<file path="config.mk">
export PLATFORM = sky130hd
export DESIGN_NAME = control_ring_stop
export DESIGN_NICKNAME = d
export VERILOG_FILES = /design/src/rtl/control_ring_stop.sv
export SDC_FILE = /design/constraint.sdc
export NUM_CORES = 1
export LEC_CHECK = 0
export BUFFER_PORTS_ARGS = -buffer_cell sky130_fd_sc_hd__buf_2
export CORE_ASPECT_RATIO = 0.75
export CORE_UTILIZATION = 45
export CTS_BUF_LIST = sky130_fd_sc_hd__clkbuf_2
export CTS_CLUSTER_DIAMETER = 100
export DETAILED_ROUTE_END_ITERATION = 10
export HOLD_SLACK_MARGIN = 0.03
export PLACE_DENSITY_LB_ADDON = 0.25
export SLEW_MARGIN = 0
export SYNTH_ARGS = -nofsm -noshare
export SYNTH_HDL_FRONTEND = slang
export SYNTH_SLANG_ARGS = --single-unit
</file>
<file path="constraint.sdc">
create_clock -name clk -period 4 [get_ports clk]
set_input_delay 0.8 -clock clk [delete_from_list [all_inputs] [get_ports clk]]
set_output_delay 0.8 -clock clk [all_outputs]
set_load 0.03 [all_outputs]
</file>
<file path="src/rtl/control_ring_stop.sv">
// Control-ring stop: forwards transit, ejects packets addressed to this node, and injects queued local packets.
// Latency: ring_in->ring_out/local_rx 1 cycle; local_tx change->ring_out 2 cycles (capture, then inject).
// Backpressure: transit always wins the slot; local packets wait in the FIFO, and a capture into a full FIFO is dropped.
// Optional: define CTRL_RING_STATS_EN to add saturating stat_fwd/stat_inj/stat_ej/stat_drop counters.
module control_ring_stop #(
  parameter int FIFO_DEPTH = 4,
  parameter int ID_W       = 8
) (
  input  logic        clk,
  input  logic        rst,
  input  logic [15:0] node_id,
  input  logic [31:0] ring_in,
  output logic [31:0] ring_out,
  input  logic [31:0] local_tx,
  output logic [31:0] local_rx,
  output logic        local_rx_valid,
  output logic        fifo_full,
  output logic        drop_pulse
`ifdef CTRL_RING_STATS_EN
  ,
  output logic [15:0] stat_fwd,
  output logic [15:0] stat_inj,
  output logic [15:0] stat_ej,
  output logic [15:0] stat_drop
`endif
);

  localparam int          AW   = $clog2(FIFO_DEPTH);
  localparam logic [31:0] IDLE = 32'hFF00_0000;

  logic [31:0] fifo_mem_q [FIFO_DEPTH];
  logic [AW:0] wr_ptr_q, rd_ptr_q;
  logic [31:0] prev_tx_q;
  logic [31:0] ring_out_q, local_rx_q;
  logic        local_rx_valid_q, drop_q;

  logic [ID_W-1:0] my_id, in_dest, in_src;
  logic            dest_idle, eject, ret, fwd;
  logic            fifo_empty, fifo_full_w;
  logic            capture, pop, push, overflow;
  logic            unused_node_id;

  // Only the low ID_W bits of node_id identify the node.
  assign unused_node_id = ^node_id[15:ID_W];

  // Slot decision on the incoming packet, in priority order: eject, return-removal, forward, free.
  always_comb begin
    my_id     = node_id[ID_W-1:0];
    in_dest   = ring_in[24 +: ID_W];
    in_src    = ring_in[16 +: ID_W];
    dest_idle = (ring_in[31:24] == 8'hFF);
    eject     = (in_dest == my_id);
    ret       = !eject && (in_src == my_id);
    fwd       = !eject && !ret && !dest_idle;

    fifo_empty  = (wr_ptr_q == rd_ptr_q);
    fifo_full_w = (wr_ptr_q[AW] != rd_ptr_q[AW]) &&
                  (wr_ptr_q[AW-1:0] == rd_ptr_q[AW-1:0]);

    // A free slot takes the FIFO head; a pop in the same cycle makes room for a new capture.
    pop      = !fwd && !fifo_empty;
    capture  = (local_tx != prev_tx_q) && (local_tx[31:24] != 8'hFF);
    push     = capture && (!fifo_full_w || pop);
    overflow = capture && fifo_full_w && !pop;
  end

  // Ring slot, local delivery, FIFO pointers and change-detect register.
  always_ff @(posedge clk) begin
    if (rst) begin
      ring_out_q       <= IDLE;
      local_rx_q       <= IDLE;
      local_rx_valid_q <= 1'b0;
      drop_q           <= 1'b0;
      prev_tx_q        <= IDLE;
      wr_ptr_q         <= '0;
      rd_ptr_q         <= '0;
    end else begin
      prev_tx_q        <= local_tx;
      local_rx_valid_q <= eject;
      drop_q           <= overflow || ret;
      if (eject) local_rx_q <= ring_in;
      if (fwd)       ring_out_q <= ring_in;
      else if (pop)  ring_out_q <= fifo_mem_q[rd_ptr_q[AW-1:0]];
      else           ring_out_q <= IDLE;
      if (pop)  rd_ptr_q <= rd_ptr_q + 1'b1;
      if (push) wr_ptr_q <= wr_ptr_q + 1'b1;
    end
  end

  // FIFO storage needs no reset; the pointers define which entries are valid.
  always_ff @(posedge clk) begin
    if (push) fifo_mem_q[wr_ptr_q[AW-1:0]] <= local_tx;
  end

  assign ring_out       = ring_out_q;
  assign local_rx       = local_rx_q;
  assign local_rx_valid = local_rx_valid_q;
  assign drop_pulse     = drop_q;
  assign fifo_full      = fifo_full_w;

`ifdef CTRL_RING_STATS_EN
  logic [15:0] stat_fwd_q, stat_inj_q, stat_ej_q, stat_drop_q;

  function automatic logic [15:0] sat_inc(input logic [15:0] v, input logic en);
    return (en && v != 16'hFFFF) ? v + 16'd1 : v;
  endfunction

  // Saturating event counters, one increment per cycle at most.
  always_ff @(posedge clk) begin
    if (rst) begin
      stat_fwd_q  <= '0;
      stat_inj_q  <= '0;
      stat_ej_q   <= '0;
      stat_drop_q <= '0;
    end else begin
      stat_fwd_q  <= sat_inc(stat_fwd_q, fwd);
      stat_inj_q  <= sat_inc(stat_inj_q, pop);
      stat_ej_q   <= sat_inc(stat_ej_q, eject);
      stat_drop_q <= sat_inc(stat_drop_q, overflow || ret);
    end
  end

  assign stat_fwd  = stat_fwd_q;
  assign stat_inj  = stat_inj_q;
  assign stat_ej   = stat_ej_q;
  assign stat_drop = stat_drop_q;
`endif

endmodule

</file>
==> impl_metrics.csv, run 1 <==
group,metric,value,unit
drt,vias,5364,
critical_path,cp.arrival,1880,ps
yosys,synth-adder-area-share,0.00716,
flow_run,cap_violations,0,
drt,via_per_inst,5.14,
drt,drt_iter0_drc,458,
die,dieArea,20000,µm²
clocking,clk_root_buffer_cell,"clkbuf_2",
clocking,cts_max_level,2,
global_routing,track_usage,0.192,
critical_path,cp-end-kind,"output port",
yosys,syn-mean-instance-area,15.2,µm²
cells_and_area,finalNetCount,840,
die,die_y,123,µm
drt,drcViolationCount,0,
clocking,post_cts_buffers,0,
yosys,yosys.area_share.simple,0.0877,
placement,place_ws,919,ps
sta,timing.final.ws_setup,1320,ps
status,run_status,"complete, no violations",
clocking,cts_buffers,55,
clocking,ctsResizeCount,0,
power_and_ir_drop,power_density,467,nW/µm²
global_routing,use_met1,0.276,
cells_and_area,n_antenna_cell,0,
cells_and_area,fin_util,0.543,
critical_path,crit_type,"register to output port",
die,start_util,0.466,
sta,whs,257,ps
global_routing,grt.overflow.total,0,
placement,port_buffers,140,
die,core,18800,µm²
global_routing,grt_antenna_before_repair,0,
power_and_ir_drop,switching_power,1250,µW
drt,dr.pass1.iters,5,
placement,place_inst,943,
yosys,synth-seq-cells,234,
die,pin_count,149,
clocking,hold_buffers,0,
critical_path,crit_required,3200,ps
sta,finalHoldViolations,0,
power_and_ir_drop,intPower,3510,µW
yosys,synthMuxAreaShare,0.115,
critical_path,startpoint_type,"register",
yosys,yosysUniqueCellTypes,34,
sta,fin_crit,2680,ps
yosys,ys_seq_area_frac,0.682,
drt,drt-total-wl,19.1,mm
global_routing,grt_pass1_wl,28.5,mm
clocking,clock_latency,790,ps
yosys,synth-xor-area-share,0.0521,
clocking,cts_tree,"yes",
clocking,numClockSinks,234,
global_routing,grt_use_met3,0.0497,
drt,ant_nets,0,
sta,fmax,373,MHz
sta,fin_tns_setup,0,ps
yosys,synth-compound-area-share,0.0411,
clocking,clk_pin_slew,100,ps
global_routing,grt-busiest-layer,"met2",
power_and_ir_drop,combPwrFrac,0.103,
critical_path,crit_fanout,5,
global_routing,grt_pass1_vias,5210,
global_routing,grt_max_degree,110,
global_routing,grt_use_met2,0.280,
yosys,syn_inst,576,
die,die_w,163,µm
yosys,synth.cell_area,8740,µm²
sta,relSlewSlack,0.249,
sta,rsz0062_at_grt,"no",
cells_and_area,final_cells,1044,
sta,fin_skew,45.3,ps
placement,gp_congestion,0.817,
power_and_ir_drop,p_sw_frac,0.263,
critical_path,r2r_slack,1550,ps
placement,dp_hpwl,12.9,mm
yosys,syn_nets,663,
cells_and_area,final_cell_mix,"buf_2, edfxtp_1, dfxtp_1, clkbuf_2, nor2_1",
yosys,yosys_warnings,0,
cells_and_area,final_common_cell,"buf_2",
die,rows,43,
cells_and_area,drive_above_1_share,0.353,
worst_hold_path,hp-class,"input pin to register",
power_and_ir_drop,seqPwrFrac,0.585,
power_and_ir_drop,p_leak,0.00413,µW
cells_and_area,area_delta_synth_final,16.7,%
sta,finalCritPeriodShare,0.670,
sta,finalSetupViolCount,0,
clocking,cts_buffer_depth,3,
drt,wl_per_cell,18.3,µm
yosys,synth_top_family_by_area,"multiplexers",
power_and_ir_drop,ir_drop,183,µV
sta,slew_viol_final,0,
power_and_ir_drop,clockPowerShare,0.312,
sta,max_slew.worst_pin.slew,1130,ps
-- stage by stage --
step,cell area (µm²),power [µW]
final,10200,4760
after global routing,10200,4990
after CTS,10200,4820
after detailed placement,9700,3340
after global placement,9700,3310
after floorplan,8740,3120
-- worst max-delay path: stages, from the launching register on --
cell and delay (ps):
dfxtp_1 440, xnor2_1 180, and3_1 240, buf_2 230
-- power groups by stage --
stage               clock [µW]  sequential [µW]  combinational, µW
CTS                       1530             2790                498
finish                    1480             2780                492
global route              1650             2800                530
global placement             0             2830                485
floorplan                    0             2870                245
detailed placement           0             2840                497
-- final cells by class --
class / instances / area [µm²]
Multi-Input combinational cell: 312 / 2650
Clock inverter: 23 / 116
Tap cell: 247 / 309
Inverter: 2 / 7.51
Sequential cell: 234 / 5970
Clock buffer: 78 / 390
Fill cell: 1596 / 8570
Timing Repair Buffer: 148 / 763
-- synthesized netlist by cell type, drive strengths merged --
cell	number	area (µm²)
o21bai	8	60.1
xnor2	35	307
a31o	1	8.76
nor4	6	50.0
a31oi	1	21.3
inv	2	7.51
nor2b	25	156
or2	9	56.3
clkbuf	20	75.1
nand4	13	81.3
and3	14	87.6
dfxtp	106	2120
mux4	32	721
a211o	8	70.1
a22oi	24	180
a221oi	1	8.76
buf	8	47.5
nand2b	3	18.8
nand3	1	5.00
nand2	4	17.5
a21oi	2	10.0
mux2	2	22.5
xor2	17	149
ha	5	62.6
and2	1	6.26
edfxtp	128	3840
nor2	66	248
mux2i	26	260
nor3	8	40.0
-- registers in the layout, summed over array words and instances, names as in the netlist, named ones only --
| name | cells |
|---|---|
| ring_out | 32 |
| wr_ptr_q | 3 |
| prev_tx_q | 32 |
| drop_pulse | 1 |
| fifo_mem_q | 128 |
| local_rx | 32 |
| local_rx_valid | 1 |
| rd_ptr_q | 3 |
-- layer usage --
layer  wire length [µm]  vias up
met2               8050      228
li1                   -     2523
met1               9350     2584
met3               1480       29
met4                271        0
met5                  0        -
-- final timing paths --
| check | start | endpoint | cells past startpoint |
|---|---|---|---|
| worst max-delay path | wr_ptr_q[0]$_SDFFE_PP0P_ | fifo_full | 3 |
| worst min register to register | local_rx[28]$_SDFFE_PP1N_ | local_rx[28]$_SDFFE_PP1N_ | 1 |
| worst min-delay path | ring_in[2] | local_rx[2]$_SDFFE_PP0N_ | 3 |
| worst max register to register | prev_tx_q[0]$_SDFF_PP0_ | fifo_mem_q[3][5]$_DFFE_PP_ | 6 |
-- cells by family (layout without fill, tap and decap cells) --
group	Yosys count	count (layout)
multiplexers	60	60
adder cells (fa/ha/maj)	5	5
XOR/XNOR	52	52
flip-flops	234	234
AND/OR/NAND/NOR	150	150
AO/OA/AOI/OAI	45	45
buffers and inverters	30	251
No activity file was read; power rests on OpenSTA's default activity.
==> run 2, diff against run 1 <==
==> constraint.sdc (replaced) <==
create_clock -name clk -period 2.4 [get_ports clk]
set_input_delay 0.48 -clock clk [delete_from_list [all_inputs] [get_ports clk]]
set_output_delay 0.48 -clock clk [all_outputs]
set_load 0.03 [all_outputs]
==> impl_metrics.csv, run 2 (synthesized netlist as in run 1, its figures left out) <==
group,metric,value,unit
global_routing,grt_pass1_wl,30.2,mm
critical_path,r2r_slack,170,ps
cells_and_area,final_common_cell,"buf_2",
sta,relSlewSlack,0.650,
cells_and_area,n_antenna_cell,0,
critical_path,r2r_start,"prev_tx_q[0]$_SDFF_PP0_",
sta,max_slew.worst_pin.slew,526,ps
clocking,numClockSinks,234,
global_routing,grt_antenna_before_repair,0,
status,run_status,"complete, no violations",
power_and_ir_drop,combPwrFrac,0.126,
sta,finalSetupViolCount,0,
sta,slew_viol_final,0,
power_and_ir_drop,seqPwrFrac,0.577,
clocking,clk_pin_slew,130,ps
cells_and_area,final_cell_mix,"buf_2, edfxtp_1, dfxtp_1, clkbuf_2, nor2_1",
global_routing,grt.overflow.total,0,
critical_path,r2r.worst_path.cells,7,
drt,dr.pass1.iters,5,
sta,fin_skew,53.4,ps
power_and_ir_drop,ir_drop,310,µV
clocking,cts_max_level,2,
power_and_ir_drop,p_leak,0.00454,µW
drt,drt_iter0_drc,384,
die,die_w,163,µm
critical_path,cp-end-kind,"output port",
drt,drt-total-wl,20.2,mm
die,pin_count,149,
power_and_ir_drop,clockPowerShare,0.297,
drt,via_per_inst,5.01,
critical_path,crit_fanout,5,
cells_and_area,fin_util,0.594,
die,die_y,123,µm
sta,finalHoldViolations,0,
worst_hold_path,hold_end,"prev_tx_q[0]$_SDFF_PP0_",
critical_path,crit_type,"register to output port",
power_and_ir_drop,p_sw_frac,0.262,
drt,drcViolationCount,0,
critical_path,slowest_stage,"dfxtp_2",
critical_path,worst-path-buf-inv,1,
critical_path,critPathMaxStageDelay,370,ps
clocking,cts_tree,"yes",
power_and_ir_drop,intPower,5930,µW
cells_and_area,drive_above_1_share,0.357,
flow_run,cap_violations,0,
global_routing,track_usage,0.204,
worst_hold_path,hold_start,"rst",
power_and_ir_drop,switching_power,2110,µW
drt,ant_nets,0,
placement,dp_hpwl,13.6,mm
drt,wl_per_cell,17.8,µm
clocking,cts_buffers,55,
sta,whs,146,ps
sta,finalCritPeriodShare,0.943,
sta,fmax,442,MHz
power_and_ir_drop,power_density,721,nW/µm²
die,dieArea,20000,µm²
worst_hold_path,hp-class,"input pin to register",
placement,port_buffers,140,
power_and_ir_drop,finalPower,8040,µW
clocking,clock_latency,770,ps
cells_and_area,area_delta_synth_final,27.6,%
die,rows,43,
placement,gp_congestion,0.843,
global_routing,grt_max_degree,67,
clocking,post_cts_buffers,0,
critical_path,cpLargestDelayFamily,"flip-flops",
cells_and_area,largest_reg_flops,128,
clocking,clk_root_buffer_cell,"clkbuf_2",
sta,rsz0062_at_grt,"no",
critical_path,startpoint_type,"register",
drt,vias,5665,
critical_path,cp.arrival,1780,ps
critical_path,r2r_end,"fifo_mem_q[2][23]$_DFFE_PP_",
cells_and_area,finalNetCount,927,
die,start_util,0.466,
critical_path,cp_cell_sequence,"xnor2_1 > and3_4 > buf_4",
die,core,18800,µm²
critical_path,crit_required,1920,ps
worst_hold_path,min_delay_path_depth,2,
global_routing,grt_pass1_vias,5628,
clocking,cts_buffer_depth,3,
sta,fin_crit,2260,ps
-- run 2: cell types whose count changed in the layout (fill, tap and decap cells not counted), moves of 2 or more --
cell | previous run | this run
and3_1 | 14 | 9
and3_2 | 0 | 3
and3_4 | 0 | 2
buf_12 | 0 | 11
buf_4 | 9 | 23
clkbuf_2 | 78 | 82
clkinv_1 | 18 | 14
clkinv_2 | 3 | 5
dlygate4sd3_1 | 0 | 63
-- run 2: routing by layer --
metal,part of all wire,global-route usage
met2,0.44,0.309
met4,0.015,0.0654
met3,0.083,0.0493
met1,0.46,0.289
met5,0,0
-- run 2: power groups by stage --
stage	logic, µW	registers, µW	clock network [µW]
6_report	1020	4640	2380
4_1_cts	1030	4640	2490
3_5_place_dp	943	4740	0
2_1_floorplan	412	4780	0
5_1_grt	1090	4670	2700
3_3_place_gp	924	4710	0
-- run 2: cell type report --
cell class / count / area [µm²]
timing repair buffer: 235 / 1710
fill: 1504 / 7620
inverter: 2 / 7.51
sequential: 234 / 5970
tap: 247 / 309
clock buffer: 82 / 410
clock inverter: 19 / 77.6
multi-input combinational: 312 / 2670
-- run 2: worst max path at each step --
stage	from	to	slack, ps	cells after the start
after floorplan	ring_in[29]	fifo_mem_q[2][0]$_DFFE_PP_	-100	5
after global routing	wr_ptr_q[1]$_SDFFE_PP0P_	fifo_full	0.7	3
after CTS	wr_ptr_q[2]$_SDFFE_PP0P_	fifo_full	4	3
final	wr_ptr_q[0]$_SDFFE_PP0P_	fifo_full	140	3
after detailed placement	local_tx[0]	fifo_mem_q[2][13]$_DFFE_PP_	-5	8
after global placement	local_tx[0]	fifo_mem_q[2][1]$_DFFE_PP_	-10	8
-- run 2: timing repair --
item / CTS / global route
endpoints found under the setup margin: 1 / 1
gates resized for setup: 3 / 3
hold buffers: 63 / 0
hold endpoints to repair: 213 / 0
pin swaps: 0 / 0
-- run 2: metrics by stage --
stage	worst slack [ps]	cell area [µm²]	setup TNS [ps]	std cells
after detailed placement	-5.23	10000	-64.8	967
after global routing	0.727	11200	0	1131
final	138	11200	0	1131
after floorplan	-96.0	8750	-9290	576
after CTS	3.76	11100	0	1131
after global placement	-14.8	10000	-273	967
